===== src/rtl/mem_bus_arbiter.sv =====
// mem_bus_arbiter: shares one single-ported memory bus between the CPU
// instruction-fetch port and its load/store port.
//
// - Fixed priority: a data request wins over a fetch request.
// - One transaction is in flight at a time. Its address, write data and
//   strobes are latched when it is granted.
// - Request acks and responses are routed back to the granted side only.
//
// Optional feature: define ARB_PERF_CNT_EN to add three 32-bit performance
// counters (perf_inst_cnt, perf_data_cnt, perf_stall_cnt). Arbitration
// behaviour is identical with or without the macro.
module mem_bus_arbiter #(
    parameter int ADDR_W = 32,
    parameter int DATA_W = 32
) (
    input  logic                  clk,
    input  logic                  rst,
    input  logic                  inst_req_valid,
    input  logic [ADDR_W-1:0]     inst_addr,
    output logic                  inst_req_ack,
    output logic                  inst_valid,
    output logic [DATA_W-1:0]     inst_data,
    input  logic                  inst_ack,
    input  logic                  mem_read,
    input  logic                  mem_write,
    input  logic [ADDR_W-1:0]     mem_addr,
    input  logic [DATA_W-1:0]     mem_wdata,
    input  logic [DATA_W/8-1:0]   mem_wstrb,
    output logic                  mem_req_ack,
    output logic                  read_data_valid,
    output logic [DATA_W-1:0]     read_data,
    input  logic                  read_data_ack,
    output logic                  bus_req_valid,
    output logic                  bus_req_wr,
    output logic [ADDR_W-1:0]     bus_addr,
    output logic [DATA_W-1:0]     bus_wdata,
    output logic [DATA_W/8-1:0]   bus_wstrb,
    input  logic                  bus_req_ack,
    input  logic                  bus_resp_valid,
    input  logic [DATA_W-1:0]     bus_resp_data,
    output logic                  bus_resp_ack
`ifdef ARB_PERF_CNT_EN
    ,
    output logic [31:0]           perf_inst_cnt,
    output logic [31:0]           perf_data_cnt,
    output logic [31:0]           perf_stall_cnt
`endif
);

    localparam int STRB_W = DATA_W / 8;

    typedef enum logic [2:0] {
        ST_IDLE     = 3'd0,
        ST_I_REQ    = 3'd1,
        ST_I_RESP   = 3'd2,
        ST_D_RD_REQ = 3'd3,
        ST_D_RESP   = 3'd4,
        ST_D_WR_REQ = 3'd5
    } state_t;

    state_t              state_q, state_d;
    logic [ADDR_W-1:0]   addr_q,  addr_d;
    logic [DATA_W-1:0]   wdata_q, wdata_d;
    logic [STRB_W-1:0]   wstrb_q, wstrb_d;

    // Latched payload is presented on the bus unchanged until the next grant.
    assign bus_addr  = addr_q;
    assign bus_wdata = wdata_q;
    assign bus_wstrb = wstrb_q;

    // State and payload latches; rst abandons any in-flight transaction.
    always_ff @(posedge clk) begin
        if (rst) begin
            state_q <= ST_IDLE;
            addr_q  <= {ADDR_W{1'b0}};
            wdata_q <= {DATA_W{1'b0}};
            wstrb_q <= {STRB_W{1'b0}};
        end else begin
            state_q <= state_d;
            addr_q  <= addr_d;
            wdata_q <= wdata_d;
            wstrb_q <= wstrb_d;
        end
    end

    // Grant selection, next state and handshake routing to the granted side.
    always_comb begin
        state_d         = state_q;
        addr_d          = addr_q;
        wdata_d         = wdata_q;
        wstrb_d         = wstrb_q;
        bus_req_valid   = 1'b0;
        bus_req_wr      = 1'b0;
        inst_req_ack    = 1'b0;
        mem_req_ack     = 1'b0;
        inst_valid      = 1'b0;
        read_data_valid = 1'b0;
        bus_resp_ack    = 1'b0;
        inst_data       = {DATA_W{1'b0}};
        read_data       = {DATA_W{1'b0}};
        case (state_q)
            ST_IDLE: begin
                // Data side has priority; read+write together is a write.
                if (mem_read || mem_write) begin
                    addr_d  = mem_addr;
                    wdata_d = mem_wdata;
                    if (mem_write) begin
                        wstrb_d = mem_wstrb;
                        state_d = ST_D_WR_REQ;
                    end else begin
                        wstrb_d = {STRB_W{1'b0}};
                        state_d = ST_D_RD_REQ;
                    end
                end else if (inst_req_valid) begin
                    addr_d  = inst_addr;
                    wdata_d = {DATA_W{1'b0}};
                    wstrb_d = {STRB_W{1'b0}};
                    state_d = ST_I_REQ;
                end else begin
                    state_d = ST_IDLE;
                end
            end
            ST_I_REQ: begin
                bus_req_valid = 1'b1;
                inst_req_ack  = bus_req_ack;
                if (bus_req_ack) begin
                    state_d = ST_I_RESP;
                end else begin
                    state_d = ST_I_REQ;
                end
            end
            ST_I_RESP: begin
                inst_valid   = bus_resp_valid;
                inst_data    = bus_resp_data;
                bus_resp_ack = inst_ack;
                if (bus_resp_valid && inst_ack) begin
                    state_d = ST_IDLE;
                end else begin
                    state_d = ST_I_RESP;
                end
            end
            ST_D_RD_REQ: begin
                bus_req_valid = 1'b1;
                mem_req_ack   = bus_req_ack;
                if (bus_req_ack) begin
                    state_d = ST_D_RESP;
                end else begin
                    state_d = ST_D_RD_REQ;
                end
            end
            ST_D_RESP: begin
                read_data_valid = bus_resp_valid;
                read_data       = bus_resp_data;
                bus_resp_ack    = read_data_ack;
                if (bus_resp_valid && read_data_ack) begin
                    state_d = ST_IDLE;
                end else begin
                    state_d = ST_D_RESP;
                end
            end
            ST_D_WR_REQ: begin
                // Writes complete on the request handshake; there is no response phase.
                bus_req_valid = 1'b1;
                bus_req_wr    = 1'b1;
                mem_req_ack   = bus_req_ack;
                if (bus_req_ack) begin
                    state_d = ST_IDLE;
                end else begin
                    state_d = ST_D_WR_REQ;
                end
            end
            default: begin
                state_d = ST_IDLE;
            end
        endcase
    end

`ifdef ARB_PERF_CNT_EN
    logic        inst_done_s;
    logic        data_done_s;
    logic        stall_s;
    logic [31:0] perf_inst_q;
    logic [31:0] perf_data_q;
    logic [31:0] perf_stall_q;

    assign perf_inst_cnt  = perf_inst_q;
    assign perf_data_cnt  = perf_data_q;
    assign perf_stall_cnt = perf_stall_q;

    // Completion and stall events observed on the current cycle.
    always_comb begin
        inst_done_s = 1'b0;
        data_done_s = 1'b0;
        stall_s     = bus_req_valid && !bus_req_ack;
        if (state_q == ST_I_RESP) begin
            inst_done_s = bus_resp_valid && inst_ack;
        end else if (state_q == ST_D_RESP) begin
            data_done_s = bus_resp_valid && read_data_ack;
        end else if (state_q == ST_D_WR_REQ) begin
            data_done_s = bus_req_ack;
        end else begin
            inst_done_s = 1'b0;
            data_done_s = 1'b0;
        end
    end

    // Free-running event counters; they wrap naturally at 32 bits.
    always_ff @(posedge clk) begin
        if (rst) begin
            perf_inst_q  <= 32'd0;
            perf_data_q  <= 32'd0;
            perf_stall_q <= 32'd0;
        end else begin
            if (inst_done_s) begin
                perf_inst_q <= perf_inst_q + 32'd1;
            end
            if (data_done_s) begin
                perf_data_q <= perf_data_q + 32'd1;
            end
            if (stall_s) begin
                perf_stall_q <= perf_stall_q + 32'd1;
            end
        end
    end
`endif

endmodule


===== config.mk =====
export PLATFORM = sky130hd
export DESIGN_NAME = mem_bus_arbiter
export DESIGN_NICKNAME = d
export VERILOG_FILES = /design/src/rtl/mem_bus_arbiter.sv
export SDC_FILE = /design/constraint.sdc
export NUM_CORES = 1
export LEC_CHECK = 0
export ABC_AREA = 1
export CELL_PAD_IN_SITES_DETAIL_PLACEMENT = 0
export CELL_PAD_IN_SITES_GLOBAL_PLACEMENT = 1
export CORE_MARGIN = 2
export CORE_UTILIZATION = 23
export DETAILED_ROUTE_END_ITERATION = 6
export GPL_TIMING_DRIVEN = 0
export PLACE_DENSITY = 0.87
export SYNTH_ARGS = -nofsm -noshare
export SYNTH_HDL_FRONTEND = slang
export SYNTH_SLANG_ARGS = --single-unit

===== constraint.sdc =====
create_clock -name clk -period 3.9 [get_ports clk]
set_clock_uncertainty 0.1 [all_clocks]
set_input_delay 0.39 -clock clk [delete_from_list [all_inputs] [get_ports clk]]
set_output_delay 0.39 -clock clk [all_outputs]
set_load 0.05 [all_outputs]

==> run metrics <==
status completed; post-route ant nets 0; die width about 130 um; gp weighted congestion roughly 0.77; CTS sink count roughly 70; worst flop-to-flop path endpoint bus_addr[4]$_SDFFE_PP0P_; post-DR wirelength/cell around 14 um; worst-skew pair later-pin latency between 0.3 and 0.4 ns; max-cap violations 0; CTS Buffer Depth 2; max_slew headroom 0.591; total chip power roughly 3.8 mW; # IOs 280; Vias 4646; H-tree level count 3; Layout Nets about 1100; final setup TNS 0 ns; root buffer cell clkbuf_16; startpoint types register; top achievable clock speed approximately 330 MHz; reg2reg start state_q[0]$_SDFF_PP0_; Crit Path Class register to output port; Clk pin slew, worst setup/hold paths ~0.06 ns; RSZ-0062 raised after global routing false; Netlist cell types 15; via/cell ratio 4.10; CTS tree yes; ANT cells 0; CP max FO 10; PortBufs 278; VDD IR max 0.254 mV; Setup-failing EPs final 0; Lkg Pwr about 3.2 nW; PwrDens roughly 540 nW/um2; largest net degree at the start of global routing 13; sequential element share of the synthesized area 0.384; Post-Syn Area per Cell around 5.9 um2; total gr overflow 0; Yosys warning total 0; post_cts resized 0; worst-margin pin slew about 0.61 ns; Synth-to-Final Area Change 90.5%; Setup crit end kind output port; # hold bufs at CTS 0; Critical Path Source state_q[1]$_SDFF_PP0_; Synth Net Count 764; layout cells sized above 1 0.0491; Inserted Clock Buffers 9; First-pass DRT Iterations 4; Hold WC Path Type primary input to register; Syn Inst Count about 620; initial core utilization 0.234; arrival time at the worst endpoint around 2.5 ns; placed instance area between 6000 and 7000 um2; Tot GR Track Use 0.176; core box area 15800 um2; worst hold slack 0.314 ns; hpwl dp 12300 um; Final Cycle Share 0.769; Max Slew Vio Count 0; Tmin final approximately 3 ns; Post-CTS Setup Bufs 0; R2R setup slack about 2.3 ns; global-route wire length before repair ~23000 um; Final Hold Vio Count 0; Reg2Reg Depth 8; CP Capture Point read_data[7]; initial antenna violation count 0; Synth Cell Area about 3700 um2; vias in the first global route approximately 4400; Detailed Route Iter0 Violations about 130; Vert. Die Dim approximately 130 um; fin area approximately 7100 um2; WP data required between 3 and 4 ns; DRC viols 0; number of synthesized register bits 71; Rows 46; drt total wl about 16000 um; die area ~17000 um2
## state kept, by name, indices dropped and copies added (netlist names)
name and count:
bus_wstrb 4, bus_wdata 32, bus_addr 32, state_q 3
## synthesized netlist by cell type (all sizes together)
library cell  instances  area, um2
clkbuf               15       56.3
nor3                  1       5.00
a21oi                37        185
inv                  75        282
nand2               213        805
dfxtp                71       1420
nand3                45        225
nor2                143        561
buf                  23        166
## through the flow
stage | std cells | worst slack (ns) | util
after global routing | 1133 | 0.721 | 0.446
after CTS | 1133 | 0.900 | 0.446
final | 1133 | 0.902 | 0.446
after global placement | 1117 | 1.27 | 0.427
after floorplan | 623 | 0.946 | -
after detailed placement | 1117 | 1.29 | 0.427
## layout make-up
type                       instances  area (um2)
tap                              216         270
clock buffer                      11         243
inverter                          75         282
clock inverter                     5        57.6
fill                            1688        8770
sequential                        71        1420
timing repair buffer             278        2780
multi-input combinational        439        1780
buffer                            38         223
## cells in the final DEF, fill, tap and decap left out, drive strengths merged
cell type / count
nand3: 45
dfxtp: 71
nor3: 1
clkbuf: 26
inv: 75
nand2: 213
nor2: 143
clkdlybuf4s50: 278
buf: 23
a21oi: 37
bufinv: 1
clkinv: 4
## report_power, final
group / total [mW] / internal (mW) / switching [mW]
Sequential: 0.948 / 0.874 / 0.0739
Combinational: 2.06 / 0.714 / 1.34
Clock: 0.841 / 0.513 / 0.328
Total: 3.85 / 2.10 / 1.75
## metal layers
layer	share of wire	GRT usage	routed length, um	vias to the layer above
li1	-	-	-	2427
met1	0.37	0.184	5780	2013
met2	0.52	0.328	8050	186
met3	0.094	0.0582	1460	20
met4	0.017	0.0607	269	0
met5	0	0	0	-
## worst max-delay path: stages (launching register included)
cell	delay (ns)
dfxtp_1	0.36
nor2_1	0.28
nand2_1	0.21
clkbuf_1	0.25
nor2_1	0.22
clkdlybuf4s50_1	0.84
## worst min path at each step
stage | start | end | depth (start not counted) | slack (ns)
after floorplan | mem_wdata[0] | bus_wdata[0]$_SDFFE_PP0P_ | 2 | 0.45
after global placement | bus_wdata[12]$_SDFFE_PP0P_ | bus_wdata[12]$_SDFFE_PP0P_ | 2 | 0.35
after detailed placement | bus_wdata[6]$_SDFFE_PP0P_ | bus_wdata[6]$_SDFFE_PP0P_ | 2 | 0.35
after CTS | mem_write | bus_wstrb[1]$_SDFFE_PP0P_ | 3 | 0.31
after global routing | mem_write | bus_wstrb[1]$_SDFFE_PP0P_ | 3 | 0.33
final | mem_write | bus_wstrb[0]$_SDFFE_PP0P_ | 3 | 0.31
## logic make-up (layout without fill, tap and decap cells)
| kind of cell | count (synthesis) | after routing | synth area share |
|---|---|---|---|
| flops | 71 | 71 | 0.384 |
| compound gates | 37 | 37 | 0.0500 |
| simple gates | 402 | 402 | 0.430 |
| buf+inv | 113 | 407 | 0.136 |
No activity file was read; power rests on OpenSTA's default activity.
